**config.mk**
```make
export PLATFORM = sky130hd
export DESIGN_NAME = stack_engine
export DESIGN_NICKNAME = d
export VERILOG_FILES = /design/src/rtl/stack_engine.sv
export SDC_FILE = /design/constraint.sdc
export NUM_CORES = 1
export LEC_CHECK = 0
export BUFFER_PORTS_ARGS = -buffer_cell sky130_fd_sc_hd__buf_4
export CORE_UTILIZATION = 60
export DETAILED_ROUTE_END_ITERATION = 7
export PLACE_DENSITY = 0.77
export SLEW_MARGIN = 20
export SYNTH_ARGS = -nofsm -noshare
export SYNTH_HDL_FRONTEND = slang
export SYNTH_SLANG_ARGS = --single-unit
```
**constraint.sdc**
```tcl
create_clock -name clk -period 8.55 [get_ports clk]
set_input_delay 1.2825 -clock clk [delete_from_list [all_inputs] [get_ports clk]]
set_output_delay 1.2825 -clock clk [all_outputs]
set_load 0.005 [all_outputs]
```
**src/rtl/stack_engine.sv**
```systemverilog
// stack_engine: operand-stack datapath of the single-cycle stack processor.
// Applies the decoder's StackUpdateMode / StackWriteSrc fields to a
// register-file stack and presents the top two entries (tos, nos).
// Optional feature macro: STACK_GUARD_EN. When it is defined, illegal
// updates are blocked and the overflow/underflow flags and err_pulse are
// raised. When it is undefined, the next count is truncated and applied
// unconditionally, and the error outputs are tied low.
module stack_engine #(
  parameter int REG_BITS = 32,
  parameter int DEPTH    = 16,
  parameter int CNT_BITS = $clog2(DEPTH) + 1
) (
  input  logic                clk,
  input  logic                rst_n,
  input  logic                en,
  input  logic [1:0]          StackUpdateMode,
  input  logic [1:0]          StackWriteSrc,
  input  logic [REG_BITS-1:0] alu_result,
  input  logic [REG_BITS-1:0] dmem_rdata,
  input  logic [REG_BITS-1:0] pc_temp,
  input  logic                clr_err,
  output logic [REG_BITS-1:0] tos,
  output logic [REG_BITS-1:0] nos,
  output logic [CNT_BITS-1:0] count,
  output logic                err_pulse,
  output logic                overflow,
  output logic                underflow
);

  localparam int IDX_BITS = $clog2(DEPTH);

  logic [REG_BITS-1:0]        mem [DEPTH];
  logic signed [CNT_BITS:0]   delta;
  logic signed [CNT_BITS:0]   count_nxt;
  logic [REG_BITS-1:0]        wr_data;
  logic                       wr_en;
  logic [IDX_BITS-1:0]        wr_idx;
  logic [IDX_BITS-1:0]        tos_idx;
  logic [IDX_BITS-1:0]        nos_idx;
  logic                       legal;

  // Decode the count adjustment; one bit wider than the counter so that
  // negative results and DEPTH+1 are both representable.
  // NOTE: every signal assigned in always_comb gets a default first so no latch is inferred.
  always_comb begin
    delta = '0;
    case (StackUpdateMode)
      2'b00:   delta = '0;
      2'b01:   delta = (CNT_BITS+1)'(1);
      2'b10:   delta = (CNT_BITS+1)'(-2);
      default: delta = (CNT_BITS+1)'(-1);
    endcase
  end

  // Select the write data from the requested source.
  always_comb begin
    wr_data = '0;
    case (StackWriteSrc)
      2'b01:   wr_data = alu_result;
      2'b10:   wr_data = dmem_rdata;
      2'b11:   wr_data = pc_temp;
      default: wr_data = '0;
    endcase
  end

  assign wr_en     = (StackWriteSrc != 2'b00);
  assign count_nxt = $signed({1'b0, count}) + delta;
  // The new top lands at count_nxt-1; low bits give the modulo-DEPTH slot.
  assign wr_idx    = IDX_BITS'(count_nxt - 1);
  assign tos_idx   = IDX_BITS'(count - CNT_BITS'(1));
  assign nos_idx   = IDX_BITS'(count - CNT_BITS'(2));

  // Combinational read of the top two entries; empty slots read as zero.
  assign tos = (count == '0)           ? '0 : mem[tos_idx];
  assign nos = (count < CNT_BITS'(2))  ? '0 : mem[nos_idx];

`ifdef STACK_GUARD_EN
  logic under_c;
  logic over_c;

  // Writing with a resulting count of zero would target slot -1.
  assign under_c = (count_nxt < 0) || (wr_en && (count_nxt == 0));
  assign over_c  = (count_nxt > DEPTH);
  assign legal   = !under_c && !over_c;

  // Sticky error flags and the one-cycle rejection pulse; a set on the
  // same edge as clr_err takes priority because it is assigned last.
  always_ff @(posedge clk or negedge rst_n) begin
    if (!rst_n) begin
      err_pulse <= 1'b0;
      overflow  <= 1'b0;
      underflow <= 1'b0;
    end else begin
      err_pulse <= en && !legal;
      if (clr_err) begin
        overflow  <= 1'b0;
        underflow <= 1'b0;
      end
      if (en && over_c)  overflow  <= 1'b1;
      if (en && under_c) underflow <= 1'b1;
    end
  end
`else
  logic unused_clr_err;

  assign legal          = 1'b1;
  assign err_pulse      = 1'b0;
  assign overflow       = 1'b0;
  assign underflow      = 1'b0;
  assign unused_clr_err = clr_err;
`endif

  // Count and storage update on each retiring instruction that is legal.
  // NOTE: the register array is reset because a reset must leave every entry at zero; it is small enough to be flops.
  always_ff @(posedge clk or negedge rst_n) begin
    if (!rst_n) begin
      count <= '0;
      for (int i = 0; i < DEPTH; i++) mem[i] <= '0;
    end else if (en && legal) begin
      // NOTE: sequential state uses non-blocking assignment so all flops sample the pre-edge values.
      count <= CNT_BITS'(count_nxt);
      if (wr_en) mem[wr_idx] <= wr_data;
    end
  end

endmodule
```
==> out/metrics.cfg <==
[die]
die_w_um=215
die_h_um=215
start_util=0.613
core-area_um2=44500
pin_count=176
row_count=77
die-area_um2=46300

[timing]
period_needed_ns=6.00
setup_viol=0
drv_slew=0
post-route-period-util=0.702
rsz0062_at_grt=false
fin_hold_ws_ns=0.497
fin_tns_setup_ns=0
hold_viol=0
tightest_slew_ns=1.09
slew_headroom=0.276
fmax_mhz=167
finalClockSkew_ns=0.0122

[hold_path]
hold_start=mem[495]
hp-class=flop to flop
min_to=mem[495]
hold_depth=2

[route]
drtAntennaViolNets=0
route.vias.total=20600
drtIter0Drc=2354
totalWireLength_um=75500
drc=0
routed_via_density=6.68
wl_per_cell_um=24.4
first_pass_iters=6

[setup_path]
required_ns=7.27
setup.worst_path.start=count[1]
path_buf_inv=4
crit_path_cell_trace=inv_1, ha_4, a21boi_1, xnor2_4, buf_4, buf_4, mux2i_1, o22ai_1, buf_4
cp-end-kind=output pin
r2r_end=mem[135]
path_class=flop to output pin
cp_common_cell=buf_4
critical_path_arrival_ns=4.72
path_max_fanout=42
r2r_slack_ns=4.06
crit_family=buffers and inverters
cpMaxStageDelayCell=dfrtp_4
r2r-start=count[1]
r2r_cells=8
max_stage_delay_ns=0.84
worstSetupStartpointType=flop

[logic_synthesis]
syn_inst=2422
syn_area_um2=27300
avgSynthCellArea_um2=11.3
synth_area_leader_cell=dfrtp_1
synth.top_cell.area_share=0.474
ys_seq_area_frac=0.474
ys.flop_type=dfrtp_1
synthTopCellsByCount=dfrtp_1 (517), nand2_1 (516), o21ai_0 (461)
ys_seq_elements=517
async_flop_share=1.00
synth-edff-count=0
synth.distinct_cells=47
yosysMostFrequentCell=dfrtp_1
yosysWarnings=0
synthTopCellsByArea=dfrtp_1 (47%), mux4_2 (21%), o21ai_0 (8.5%)

[global_route]
grt_pass1_vias=21100
grt_use_met1=0.450
grt_max_degree=198
antenna_found_initial=0
use_met2=0.544
overflow=0
grtUsageTotal=0.334
use_met3=0.0519
busiest_layer=met2
grt_pass1_wl_um=119000

[clock_tree]
hold_buffers=0
cts_tree=done
cts_inserted_buffers=53
clk_pin_slew_ns=0.06
cts_max_path_buffers=3
htree_levels=2
cts_resized=0
cts_sinks=517
cts_setup_buffers=0
cts-root-buf=clkbuf_16
worstSkewPairLatency_ns=0.61

[layout]
drive_gt1_frac=0.237
num_antenna_cells=0
area_growth_pct=12.0
fin_nets=2570

[pwr]
p_per_area_nw_per_um2=417
ir_drop_mv=0.398
finalPower_mw=12.8
leakage_nw=13.5

[placement]
hpwl_um=42700
place_congestion=0.812
io_buffers=171

[flow_run]
drv_cap=0

[run_status]
status=finished clean

-- tightest hold or removal path, cell delays in order (launching register included) --
cell     delay [ns]
dfrtp_1        0.35
nand2_1        0.05
o21ai_0        0.06
-- placed cells by master (no fill, tap or decap), drive strengths merged, types with 3 or more instances in the layout --
cell,n
inv,9
clkinv,10
clkbuf,78
xnor2,3
buf,208
nor3,8
nand2,516
o22ai,64
conb,3
bufinv,4
nand3,10
ha,8
mux4,256
a21oi,46
mux2i,160
o21ai,527
dfrtp,517
nor2,40
nor2b,4
-- final cells by class --
class                      count  area [um2]
clock buffer                  78        1550
tap                          592         741
timing repair buffer         208        1630
fill                        3151       13900
inverter                       8        30.0
clock inverter                16         186
multi-input combinational   1669       13500
sequential                   517       12900
-- per-stage QoR --
step / setup WS (ns) / utilization / std cells / cell area [um2]
CTS: 2.62 / 0.685 / 3087 / 30500
detailed placement: 3.25 / 0.646 / 2993 / 28800
global route: 2.49 / 0.687 / 3088 / 30600
global placement: 3.29 / 0.646 / 2993 / 28800
floorplan: 4.32 / - / 2424 / 27300
finish: 2.55 / 0.687 / 3088 / 30600
-- routing by layer --
layer / part of all wire / up-vias
li1: - / 8886
met1: 0.38 / 10400
met2: 0.49 / 1095
met3: 0.089 / 228
met4: 0.044 / 0
met5: 0 / -
-- sequential cells by signal, indices dropped and copies added (netlist names) --
name and cells:
count 5, mem 512
-- cell families after synthesis --
family                   share of synthesized area
AO/OA/AOI/OAI                                0.125
other                                     0.000137
buffers and inverters                       0.0384
multiplexers                                 0.271
XOR/XNOR                                   0.00188
flip-flops                                   0.474
AND/OR/NAND/NOR                             0.0856
adder cells (fa/ha/maj)                    0.00440
-- power breakdown --
part | switching (mW) | internal (mW) | leakage [nW]
Clock | 0.976 | 1.37 | 0.859
Sequential | 0.814 | 3.42 | 6.74
Combinational | 3.17 | 3.00 | 5.86
Total | 4.96 | 7.79 | 13.5
-- how the worst max path moves through the flow --
stage / end / slack (ns) / depth (start not counted)
after floorplan: tos[11] / 4.32 / 10
after global placement: tos[31] / 3.29 / 9
after detailed placement: tos[31] / 3.25 / 9
after CTS: tos[31] / 2.62 / 9
after global routing: tos[31] / 2.49 / 9
final: tos[31] / 2.55 / 9
Note: power is estimated with default switching activity, not from simulation.
